--- config.mk ---
export PLATFORM = sky130hd
export DESIGN_NAME = ram_arb_n
export DESIGN_NICKNAME = d
export VERILOG_FILES = /design/src/rtl/ram_arb_pkg.sv /design/src/rtl/ram_arb_n_rr_pick.sv /design/src/rtl/ram_arb_n.sv
export SDC_FILE = /design/constraint.sdc
export NUM_CORES = 1
export LEC_CHECK = 0
export CORE_AREA = 2 2 164 166
export CTS_CLUSTER_DIAMETER = 120
export DETAILED_ROUTE_END_ITERATION = 12
export DIE_AREA = 0 0 166 168
export PLACE_DENSITY = 0.53
export SKIP_LAST_GASP = 1
export SYNTH_ARGS = -nofsm -noshare
export SYNTH_HDL_FRONTEND = slang
export SYNTH_SLANG_ARGS = --single-unit
--- constraint.sdc ---
create_clock -name wb_clk -period 4.4 [get_ports wb_clk]
set_clock_uncertainty 0.2 [all_clocks]
set_input_delay 0.44 -clock wb_clk [delete_from_list [all_inputs] [get_ports wb_clk]]
set_output_delay 0.44 -clock wb_clk [all_outputs]
set_load 0.01 [all_outputs]
--- src/rtl/ram_arb_pkg.sv ---
// Shared constants, state encoding and sizing helpers for the N-port
// Wishbone-classic RAM arbiter.
package ram_arb_pkg;

    localparam int unsigned MODE_FIXED = 0;
    localparam int unsigned MODE_RR    = 1;

    typedef enum logic {
        IDLE  = 1'b0,
        GRANT = 1'b1
    } state_e;

    // Watchdog counter width; a disabled watchdog still keeps a 1-bit register.
    function automatic int unsigned wd_width(input int unsigned t);
        return (t == 0) ? 1 : $clog2(t + 1);
    endfunction

    // Width of a master index.
    function automatic int unsigned idx_width(input int unsigned n);
        return (n < 2) ? 1 : $clog2(n);
    endfunction

endpackage

--- src/rtl/ram_arb_n_rr_pick.sv ---
// Combinational N-wide priority picker: first asserted request at or above
// base, wrapping around, returned one-hot.
module rr_pick #(
    parameter int unsigned N  = 3,
    parameter int unsigned IW = 2
) (
    input  logic [N-1:0]  req,
    input  logic [IW-1:0] base,
    output logic [N-1:0]  win
);

    function automatic logic [IW-1:0] idx_of(input logic [IW-1:0] b, input int unsigned off);
        return IW'((32'(b) + off) % N);
    endfunction

    logic found;

    always_comb begin
        win   = '0;
        found = 1'b0;
        for (int unsigned off = 0; off < N; off++) begin
            if (!found && req[idx_of(base, off)]) begin
                win[idx_of(base, off)] = 1'b1;
                found                  = 1'b1;
            end
        end
    end

endmodule

--- src/rtl/ram_arb_n.sv ---
// N-port Wishbone-classic arbiter sharing one downstream slave, with fixed or
// round-robin selection, abort handling and a stall watchdog.
module ram_arb_n
    import ram_arb_pkg::*;
#(
    parameter int unsigned N       = 3,
    parameter int unsigned WIDTH   = 32,
    parameter int unsigned AWIDTH  = 32,
    parameter int unsigned MODE    = 0,
    parameter int unsigned TIMEOUT = 255
) (
    input  logic                  wb_clk,
    input  logic                  wb_rst_n,
    input  logic [N-1:0]          m_cyc,
    input  logic [N-1:0]          m_we,
    input  logic [4*N-1:0]        m_sel,
    input  logic [AWIDTH*N-1:0]   m_adr,
    input  logic [WIDTH*N-1:0]    m_dat,
    output logic [N-1:0]          m_ack,
    output logic [WIDTH*N-1:0]    m_rdt,
    output logic                  x_cyc,
    output logic                  x_we,
    output logic [3:0]            x_sel,
    output logic [AWIDTH-1:0]     x_adr,
    output logic [WIDTH-1:0]      x_dat,
    input  logic                  x_ack,
    input  logic [WIDTH-1:0]      x_rdt,
    output logic [N-1:0]          grant,
    output logic                  busy,
    output logic                  timeout
);

    localparam int unsigned IW = idx_width(N);
    localparam int unsigned CW = wd_width(TIMEOUT);

    state_e        state, state_nx;
    logic [N-1:0]  grant_nx, pick;
    logic [IW-1:0] last, last_nx, gidx, base;
    logic [CW-1:0] wd_cnt, wd_nx;
    logic          in_grant, cyc_g, ack_ok, wd_fire;

    always_ff @(posedge wb_clk) begin
        if (!wb_rst_n) begin
            state  <= IDLE;
            grant  <= '0;
            last   <= IW'(N - 1);
            wd_cnt <= '0;
        end else begin
            state  <= state_nx;
            grant  <= grant_nx;
            last   <= last_nx;
            wd_cnt <= wd_nx;
        end
    end

    // Search starts just past the previous owner in round-robin mode.
    always_comb begin
        base = '0;
        if (MODE == MODE_RR) begin
            base = (last == IW'(N - 1)) ? '0 : last + IW'(1);
        end
    end

    rr_pick #(
        .N  (N),
        .IW (IW)
    ) u_pick (
        .req  (m_cyc),
        .base (base),
        .win  (pick)
    );

    always_comb begin
        gidx = '0;
        for (int unsigned i = 0; i < N; i++) begin
            if (grant[i]) gidx = IW'(i);
        end
    end

    // Request mux; an all-zero grant in IDLE leaves every field at 0.
    always_comb begin
        cyc_g = 1'b0;
        x_we  = 1'b0;
        x_sel = '0;
        x_adr = '0;
        x_dat = '0;
        for (int unsigned i = 0; i < N; i++) begin
            if (grant[i]) begin
                cyc_g = m_cyc[i];
                x_we  = m_we[i];
                x_sel = m_sel[4*i +: 4];
                x_adr = m_adr[AWIDTH*i +: AWIDTH];
                x_dat = m_dat[WIDTH*i +: WIDTH];
            end
        end
    end

    assign in_grant = (state == GRANT);
    assign ack_ok   = in_grant && cyc_g && x_ack;
    // A real ack in the expiry cycle takes precedence over the watchdog.
    assign wd_fire  = (TIMEOUT != 0) && in_grant && cyc_g && !x_ack &&
                      (wd_cnt == CW'(TIMEOUT - 1));

    assign x_cyc   = cyc_g && !wd_fire;
    assign busy    = in_grant;
    assign timeout = wd_fire;
    assign m_ack   = grant & {N{ack_ok || wd_fire}};

    always_comb begin
        m_rdt = '0;
        for (int unsigned i = 0; i < N; i++) begin
            if (grant[i] && ack_ok) m_rdt[WIDTH*i +: WIDTH] = x_rdt;
        end
    end

    always_comb begin
        state_nx = state;
        grant_nx = grant;
        last_nx  = last;
        wd_nx    = wd_cnt;
        case (state)
            IDLE: begin
                if (|m_cyc) begin
                    state_nx = GRANT;
                    grant_nx = pick;
                    wd_nx    = '0;
                end
            end
            GRANT: begin
                if (x_ack || !cyc_g || wd_fire) begin
                    state_nx = IDLE;
                    grant_nx = '0;
                    last_nx  = gidx;
                    wd_nx    = '0;
                end else begin
                    wd_nx = wd_cnt + CW'(1);
                end
            end
            default: begin
                state_nx = IDLE;
                grant_nx = '0;
            end
        endcase
    end

endmodule

* After elaboration in Yosys (flattened, before gate mapping)
Index checks and enable logic that the tools add are counted.
Widths: inputs -> output; s select.
** Storage, ports and cells
- Word-level logic and storage cells :: 61
- Bits of input ports :: 245
- Output and inout port bits :: 174
- Register bits :: 12
** Operators by class
- Reduce and logical (&&, ||, !) cells :: 20
- Equality and inequality tests :: 3
- $add $sub $neg :: 1
- Mux-type cells :: 32
- Bitwise operators :: 2
** Operator list (number)
- $mux 32 :: 9
- $mux 8 :: 2
- $pmux 8 s2 :: 1
- $mux 4 :: 3
- $mux 1 :: 11
- $logic_and 1x1->1 :: 10
- $mux 3 :: 3
- $add 8x1->8 const B :: 1
- $eq 8x8->1 const B :: 1
- $pmux 3 s2 :: 1
- $logic_not 1->1 :: 5
- $and 3x3->3 :: 1
- $logic_or 1x1->1 :: 3
- $reduce_or 3->1 :: 1
- $mux 2 :: 1
- $ne 2x1->1 const B :: 1
- $ne 2x2->1 const B :: 1
- $pmux 1 s2 :: 1
- $reduce_and 2->1 :: 1
- $not 1->1 :: 1

* Depth between registers and ports, before layout
Gate-level depths: netlist (run 1).
- Depth in word-level cells :: 9
- Gate-level depth with buffers :: 7
- Gate-level depth less buffers :: 6

* Hierarchy
A second synthesis (run 1) with hierarchy kept.
** Unflattened totals
- Cell total of the unflattened synthesis :: 478
- Area, all modules :: 2926.6 µm²
** By module, submodules not included
- ram_arb_n :: area an instance 2653.8 µm², instances 1, sequential area each 240.2 µm², cells each 442
- rr_pick :: area an instance 272.8 µm², instances 1, sequential area each 0.0 µm², cells each 36

* Least setup slack after synthesis (run 1)
Ideal clock, no wire load.
- Path kind :: register -> output
- From :: register grant[1]
- To :: output x_adr[24]
- Arrival time :: 1.538 ns
- Setup slack :: 2.222 ns
- Path buffers :: 3
- Cell stages (with the launch flop) :: 7
- Data required time :: 3.760 ns
- Cells stage by stage :: dfxtp_1 > clkbuf_1 > nor2_1 > buf_2 > buf_2 > a22oi_1 > o21ai_0
** Between the ends
- Word-level cells in the longest chain between the ends :: 2
** Ends and longest elaborated chain
- from (decl) :: RTL line ram_arb_n.sv:28 : output logic [N-1:0] grant,
- from (signal assigned) :: RTL line ram_arb_n.sv:50 : grant <= grant_nx;
- $mux 32 (2 in series) :: RTL line ram_arb_n.sv:88 : if (grant[i]) begin
- to (decl) :: RTL line ram_arb_n.sv:24 : output logic [AWIDTH-1:0] x_adr,
Every way passes these cells.

* Final worst setup path (run 1)
- From :: register grant[1]
- To :: output m_rdt[34]
** Between the ends
- Word-level cells in the longest chain between the ends :: 6
** Ends and longest elaborated chain
- $mux 1 (2 in series) :: RTL line ram_arb_n.sv:88
- $logic_and 1x1->1 (2 in series) :: RTL line ram_arb_n.sv:99 : assign ack_ok = in_grant && cyc_g && x_ack;
- $logic_and 1x1->1 * :: RTL line ram_arb_n.sv:112 : if (grant[i] && ack_ok) m_rdt[WIDTH*i +: WIDTH] = x_rdt;
- $mux 32 * :: RTL line ram_arb_n.sv:112
- to (decl) :: RTL line ram_arb_n.sv:20 : output logic [WIDTH*N-1:0] m_rdt,
Mark *: on every way between the ends. The rest lies on a longest branch, timed or not.

==> implementation parameters, run 1 <==
Parameter                              Value

Run status
  Status    completed

Synth
  Compound-cell area share of the yosys netlist    0.384
  Sequential-to-total area share from yosys stat    0.0909
  Post-synthesis sequential element count    12
  Dominant combinational cell family by area after synthesis    simple AND/OR/NAND/NOR gates
  Portion of netlist area occupied by mux cells    0
  Post-Syn Area per Cell    5.94 um^2
  Count of unique library cells instantiated by Yosys    35
  Simple-gate portion of the synthesized area    0.441
  Adder and majority gate portion of the synthesized area    0.00947
  Post-Synth XOR/XNOR Area    0
  Cells after Synth    445
  Mapped Nets    692
  Synth Cell Area    2640 um^2
  Warnings, synthesis    0

Clock tree
  Count of H-tree levels built during CTS    1
  Post-CTS setup buffer count    0
  Clock-pin transition on the worst setup and hold timing paths    0.04 ns
  Clock sinks    12
  Cts repair resizes    0
  CTS Buf Count    3
  CTS Buffer Depth    2
  TritonCTS clock tree    yes
  Hold buffers post-CTS    0
  Root buffer cell    sky130_fd_sc_hd__clkbuf_16
  Latest clock arrival within the worst-skew pair    0.24 ns

Routing
  Total Wirelength    18.9 mm
  Number of design rule violations left after detail routing    0
  Vias post-DR    4732
  First-pass DRT Iterations    4
  1st-iter DRT viols    294
  Antenna violation net count after detailed routing    0
  Wire length per cell after detailed routing    16.1 um
  Post-detailed-route via-to-cell ratio    4.03

Worst setup path
  Category of the worst setup path capture point    output port
  CP dominant cell by count    sky130_fd_sc_hd__buf_4
  Arrival time at the worst endpoint    2.86 ns
  CP Class    reg -> out
  Worst-path cell with the longest stage delay    sky130_fd_sc_hd__o211ai_2
  Worst-path fanout max    36
  Worst EP required    3.76 ns
  Slowest Stage Delay on Critical Path    0.59 ns
  Cells along the critical path    buf_4 -> and3b_1 -> o211ai_2 -> nor3_2 -> buf_4 -> and2_1 -> clkdlybuf4s50_1
  Startpoint Class    flip-flop

Power and ir drop
  Worst ir drop on vdd    89.7 uV
  Total power divided by cell area    101 nW/um^2
  Leakage power    0.00239 uW

Floorplanning
  CORE AREA    26400 um^2
  Horiz. Die Dim    166 um
  I/O pin count    419
  Standard-cell rows    60
  Overall die height    168 um
  Initial Util    0.100
  DIE AREA    27900 um^2

Finish
  Leading cell type in the layout, fill and taps excluded    sky130_fd_sc_hd__clkdlybuf4s50_1
  Fraction of final layout cells with drive strength greater than 1    0.0312
  Diode count    0
  Commonest cells after routing, fill and taps aside    sky130_fd_sc_hd__clkdlybuf4s50_1, sky130_fd_sc_hd__and2_1, sky130_fd_sc_hd__nand2_1, sky130_fd_sc_hd__o21ai_0, sky130_fd_sc_hd__a22oi_1
  Final net count    1081
  Area Growth Syn to Fin    175%

Global routing
  Number of antenna violations at the first check in global routing    0
  Largest net degree at the start of global routing    79
  Met1 Track Usage GR    0.166
  Via count of the first global-routing pass    4829
  GR Layer Usage met2    0.213
  Layer with the highest usage after global routing    met2
  M3 GR Usage    0.0400
  Global-route congestion overflow total    0
  GRT Util Overall    0.126
  Global-route wire length before repair    28.2 mm

Place
  Setup slack after placement    0.997 ns
  Placer congestion estimate    0.745
  Detailed placement HPWL    15.3 mm
  Count of input and output buffers    418

Timing
  Worst setup margin    0.899 ns
  Final critical-path share of the clock period    0.796
  Peak clock frequency supported by timing    286 MHz
  Worst-case headroom to the max-slew limit    0.346
  Number of setup violations in the final report    0
  Final count of hold timing violations    0
  Measured slew at the worst slew-check pin    0.970 ns
  Setup repair after global routing missed its margin    false
  Period minus WS final    3.50 ns
  Setup_tns    0 ns
  Max-slew violation total from the final report    0

Job
  Max-cap check violation count    0

Worst hold path
  Class of the worst hold path    reg -> reg
per-layer routing:
layer	wire length (um)	vias to the layer above
li1	-	2350
met1	8410	2102
met2	8710	273
met3	1760	7
met4	44	0
met5	0	-
Yosys cell counts:
library cell	count	area, um^2
sky130_fd_sc_hd__a221oi_1	1	8.76
sky130_fd_sc_hd__a21oi_1	4	20.0
sky130_fd_sc_hd__a22oi_1	69	518
sky130_fd_sc_hd__or2b_1	1	7.51
sky130_fd_sc_hd__or4_1	6	45.0
sky130_fd_sc_hd__inv_2	1	3.75
sky130_fd_sc_hd__nor2_1	4	15.0
sky130_fd_sc_hd__nand4_1	1	6.26
sky130_fd_sc_hd__a21o_1	1	7.51
sky130_fd_sc_hd__nor4_1	2	12.5
sky130_fd_sc_hd__o211ai_1	2	15.0
sky130_fd_sc_hd__o32ai_1	1	8.76
sky130_fd_sc_hd__buf_2	7	35.0
sky130_fd_sc_hd__o211ai_2	1	12.5
sky130_fd_sc_hd__nand2_1	81	304
sky130_fd_sc_hd__nor2b_1	2	12.5
sky130_fd_sc_hd__and2_1	100	626
sky130_fd_sc_hd__nand3_1	6	30.0
sky130_fd_sc_hd__dfxtp_1	12	240
sky130_fd_sc_hd__nor3_1	7	35.0
sky130_fd_sc_hd__buf_1	1	3.75
sky130_fd_sc_hd__a211oi_1	1	7.51
sky130_fd_sc_hd__a31oi_1	4	25.0
sky130_fd_sc_hd__a31o_2	2	17.5
sky130_fd_sc_hd__nand2b_1	1	6.26
sky130_fd_sc_hd__nand3b_1	1	7.51
sky130_fd_sc_hd__inv_1	6	22.5
sky130_fd_sc_hd__a221o_1	1	10.0
sky130_fd_sc_hd__or2_2	2	12.5
sky130_fd_sc_hd__ha_1	2	25.0
sky130_fd_sc_hd__clkbuf_1	35	131
sky130_fd_sc_hd__and3b_1	1	8.76
sky130_fd_sc_hd__or3_1	5	31.3
sky130_fd_sc_hd__o21ai_0	73	365
sky130_fd_sc_hd__nor2_2	1	6.26
area by class of cell:
cell class,instances,area [um^2]
clock buffer,4,88.8
tap,341,427
inverter,7,26.3
fill,2855,19100
multi-input combinational,383,2230
sequential,12,245
timing repair buffer,427,4260
final timing paths:
kind / slack [ns] / endpoint / from / depth (start not counted)
setup / recovery: 0.90 / m_rdt[34] / grant[1] / 7
setup reg to reg: 1.97 / grant[1] / grant[1] / 5
hold / removal: 0.31 / wd_cnt[1] / wd_cnt[1] / 2
hold reg to reg: 0.31 / wd_cnt[1] / wd_cnt[1] / 2
registers in the layout (all words and copies together) (netlist names):
name    count
busy        1
grant       3
wd_cnt      8
cell families (layout without fill, tap and decap cells):
group                      after synthesis  count (layout)
adders and majority gates                2               2
AOI/OAI and AO/OA                      160             160
buffers and inverters                   50             438
and+or+nand+nor                        221             221
DFF                                     12              12
stage by stage:
step	hold WS, ns	cells	util	cell area [um^2]	power [uW]
2_1_floorplan	0.277	445	-	2640	205
3_3_place_gp	0.297	1170	0.273	7190	550
3_5_place_dp	0.302	1170	0.273	7190	549
4_1_cts	0.308	1174	0.276	7280	743
5_1_grt	0.359	1174	0.276	7280	774
6_report	0.307	1174	0.276	7280	732
power breakdown:
group | internal [uW] | switching, uW
Clock | 137 | 49.3
Sequential | 110 | 4.40
Combinational | 284 | 146
critical path, delay by kind of cell, from the launching register on:
family / cells / cell delay (ns)
compound gates: 1 / 0.59
flops: 1 / 0.36
buf+inv: 3 / 1.11
simple gates: 3 / 0.52
Power figures use the tool's default switching activity.
==> run 2: changes to the inputs <==
CORE_AREA = 2 2 163 165   (was 2 2 164 166)
DIE_AREA = 0 0 165 167   (was 0 0 166 168)
PLACE_DENSITY = 0.55   (was 0.53)
clock period = 3.1 ns   (was 4.4 ns; I/O delays follow)
==> run 2 against run 1 <==
Effect of this change:
- combinational power up 42%
- sequential power up 41%
- power up 43%
- first-iteration DRC count down 45%
- sequential share of layout area down 0.056 points
- critical path type is now in -> out
- highest routed layer unchanged
==> implementation parameters, run 2 (synthesis gave the netlist of run 1 again) <==
Parameter                              Value

Floorplanning
  CORE AREA    25800 um^2 (-2.2%)
  Horiz. Die Dim    165 um (-0.60%)
  I/O pin count    419 (unchanged)
  Standard-cell rows    59 (-1.7%)
  Initial Util    0.103 (+0.00229)
  DIE AREA    27600 um^2 (-1.2%)
  Overall die height    167 um (-0.60%)

Timing
  Measured slew at the worst slew-check pin    0.415 ns (-0.556 ns)
  Period minus WS final    2.88 ns
  Final critical-path share of the clock period    0.929
  Peak clock frequency supported by timing    347 MHz
  Final count of hold timing violations    0 (unchanged)
  Worst-case headroom to the max-slew limit    0.721 (+0.374)
  Setup_tns    0 ns (unchanged)
  Number of setup violations in the final report    0 (unchanged)
  Setup repair after global routing missed its margin    false
  Max-slew violation total from the final report    0 (unchanged)

Clock tree
  Clock-pin transition on the worst setup and hold timing paths    0.05 ns (about the same)
  Latest clock arrival within the worst-skew pair    0.25 ns (about the same)
  TritonCTS clock tree    yes
  Clock sinks    12 (unchanged)
  Count of H-tree levels built during CTS    1 (unchanged)
  Root buffer cell    sky130_fd_sc_hd__clkbuf_16
  Post-CTS setup buffer count    0 (unchanged)
  CTS Buf Count    3 (unchanged)
  Hold buffers post-CTS    0 (unchanged)
  CTS Buffer Depth    2 (unchanged)
  Cts repair resizes    0 (unchanged)

Global routing
  Via count of the first global-routing pass    4867 (+0.79%)
  Largest net degree at the start of global routing    95 (+20%)
  Number of antenna violations at the first check in global routing    0 (unchanged)
  M3 GR Usage    0.0374 (-0.00260)
  GRT Util Overall    0.124 (-0.00193)
  Met1 Track Usage GR    0.138 (-0.0276)
  Global-route congestion overflow total    0 (unchanged)
  Layer with the highest usage after global routing    met2
  GR Layer Usage met2    0.231 (+0.0183)
  Global-route wire length before repair    26.8 mm (-5.1%)

Power and ir drop
  Leakage power    0.00244 uW (+2.5%)
  Overall power after layout    1040 uW (+43%)
  Total power divided by cell area    141 nW/um^2 (+40%)
  Worst ir drop on vdd    98.1 uV (+9.4%)

Worst setup path
  Worst-path cell with the longest stage delay    sky130_fd_sc_hd__clkdlybuf4s50_1
  Category of the worst setup path capture point    output port
  Slowest Stage Delay on Critical Path    0.57 ns (-0.02 ns)
  CP Class    in -> out
  Worst EP required    2.59 ns (-1.17 ns)
  Cells along the critical path    clkdlybuf4s50_1 -> nand2b_1 -> o211ai_2 -> nor3_2 -> buf_12 -> and2_1 -> clkdlybuf4s50_1
  CP dominant cell by count    sky130_fd_sc_hd__clkdlybuf4s50_1
  Arrival time at the worst endpoint    2.37 ns (-0.49 ns)
  Number of cells on the worst reg-to-reg path    7 (+2)
  End point of the critical path    m_rdt[0]
  Reg-to-reg critical path endpoint    wd_cnt[3]
  Worst-path fanout max    32 (-11%)
  Worst setup path startpoint    m_cyc[2]
  Start of the worst register-to-register path    wd_cnt[0]
  Startpoint Class    primary input
  Register-to-register setup slack    1.09 ns (-0.88 ns)

Routing
  Number of design rule violations left after detail routing    0 (unchanged)
  Antenna violation net count after detailed routing    0 (unchanged)
  1st-iter DRT viols    162 (-45%)
  Wire length per cell after detailed routing    16.1 um (-0.31%)
  Post-detailed-route via-to-cell ratio    4.07 (+1.1%)
  First-pass DRT Iterations    4 (unchanged)
  Total Wirelength    18.9 mm (about the same)
  Vias post-DR    4796 (+1.4%)

Finish
  Fraction of final layout cells with drive strength greater than 1    0.0416 (+0.0104)
  Commonest cells after routing, fill and taps aside    sky130_fd_sc_hd__clkdlybuf4s50_1, sky130_fd_sc_hd__and2_1, sky130_fd_sc_hd__nand2_1, sky130_fd_sc_hd__o21ai_0, sky130_fd_sc_hd__a22oi_1
  Leading cell type in the layout, fill and taps excluded    sky130_fd_sc_hd__clkdlybuf4s50_1
  Max reg flops    8 (unchanged)
  Final net count    1090 (+0.83%)
  Area Growth Syn to Fin    180%
  Reg with most FFs    wd_cnt
  Diode count    0 (unchanged)

Job
  Max-cap check violation count    0 (unchanged)

Run status
  Status    completed

Worst hold path
  Class of the worst hold path    reg -> reg

Place
  Detailed placement HPWL    15.6 mm (+2.0%)
  Count of input and output buffers    418 (unchanged)
  Placer congestion estimate    0.770 (+3.4%)
run 2: cell count changes in the layout (fill, tap and decap cells not counted), sizes merged:
cell and delta:
buf +9
run 2: how the worst min path moves through the flow:
| stage | startpoint | endpoint | slack (ns) | depth (start not counted) |
|---|---|---|---|---|
| CTS | wd_cnt[4] | wd_cnt[4] | 0.32 | 2 |
| finish | wd_cnt[1] | wd_cnt[1] | 0.32 | 2 |
| global placement | wd_cnt[1] | wd_cnt[1] | 0.31 | 2 |
| detailed placement | wd_cnt[4] | wd_cnt[4] | 0.32 | 2 |
| global route | wd_cnt[1] | wd_cnt[1] | 0.37 | 2 |
| floorplan | wd_cnt[1] | wd_cnt[1] | 0.28 | 2 |
run 2: through the flow:
step | worst slack [ns] | util | cells | cell area [um^2] | hold WS (ns)
after floorplan | 1.05 | - | 445 | 2640 | 0.277
after global placement | 0.240 | 0.284 | 1173 | 7310 | 0.306
after detailed placement | 0.242 | 0.284 | 1173 | 7310 | 0.320
after CTS | 0.211 | 0.287 | 1177 | 7400 | 0.325
after global routing | 0.118 | 0.287 | 1177 | 7400 | 0.368
final | 0.219 | 0.287 | 1177 | 7400 | 0.322
run 2: power breakdown:
group / internal [uW] / switching [uW] / leakage, uW
registers: 157 / 5.79 / 0.0000984
logic: 410 / 201 / 0.00230
clock network: 195 / 75.5 / 0.0000442
total: 763 / 282 / 0.00244
run 2: layer usage:
metal | part of all wire | vias to the layer above | routed length (um)
met5 | 0 | - | 0
met2 | 0.49 | 272 | 9200
met3 | 0.12 | 15 | 2220
met4 | 0.014 | 0 | 257
met1 | 0.38 | 2140 | 7240
li1 | - | 2369 | -
run 2: layout make-up:
type | count | area [um^2]
flip-flops and latches | 12 | 245
clock buffers | 4 | 88.8
fillers | 2794 | 18400
multi-input cells | 383 | 2230
inverters | 7 | 26.3
well taps | 335 | 419
repair buffers | 436 | 4390
run 2: critical path, delay by kind of cell:
| kind | cells | cell delay, ns |
|---|---|---|
| AO/OA/AOI/OAI | 1 | 0.18 |
| buffers and inverters | 3 | 1.33 |
| AND/OR/NAND/NOR | 3 | 0.54 |
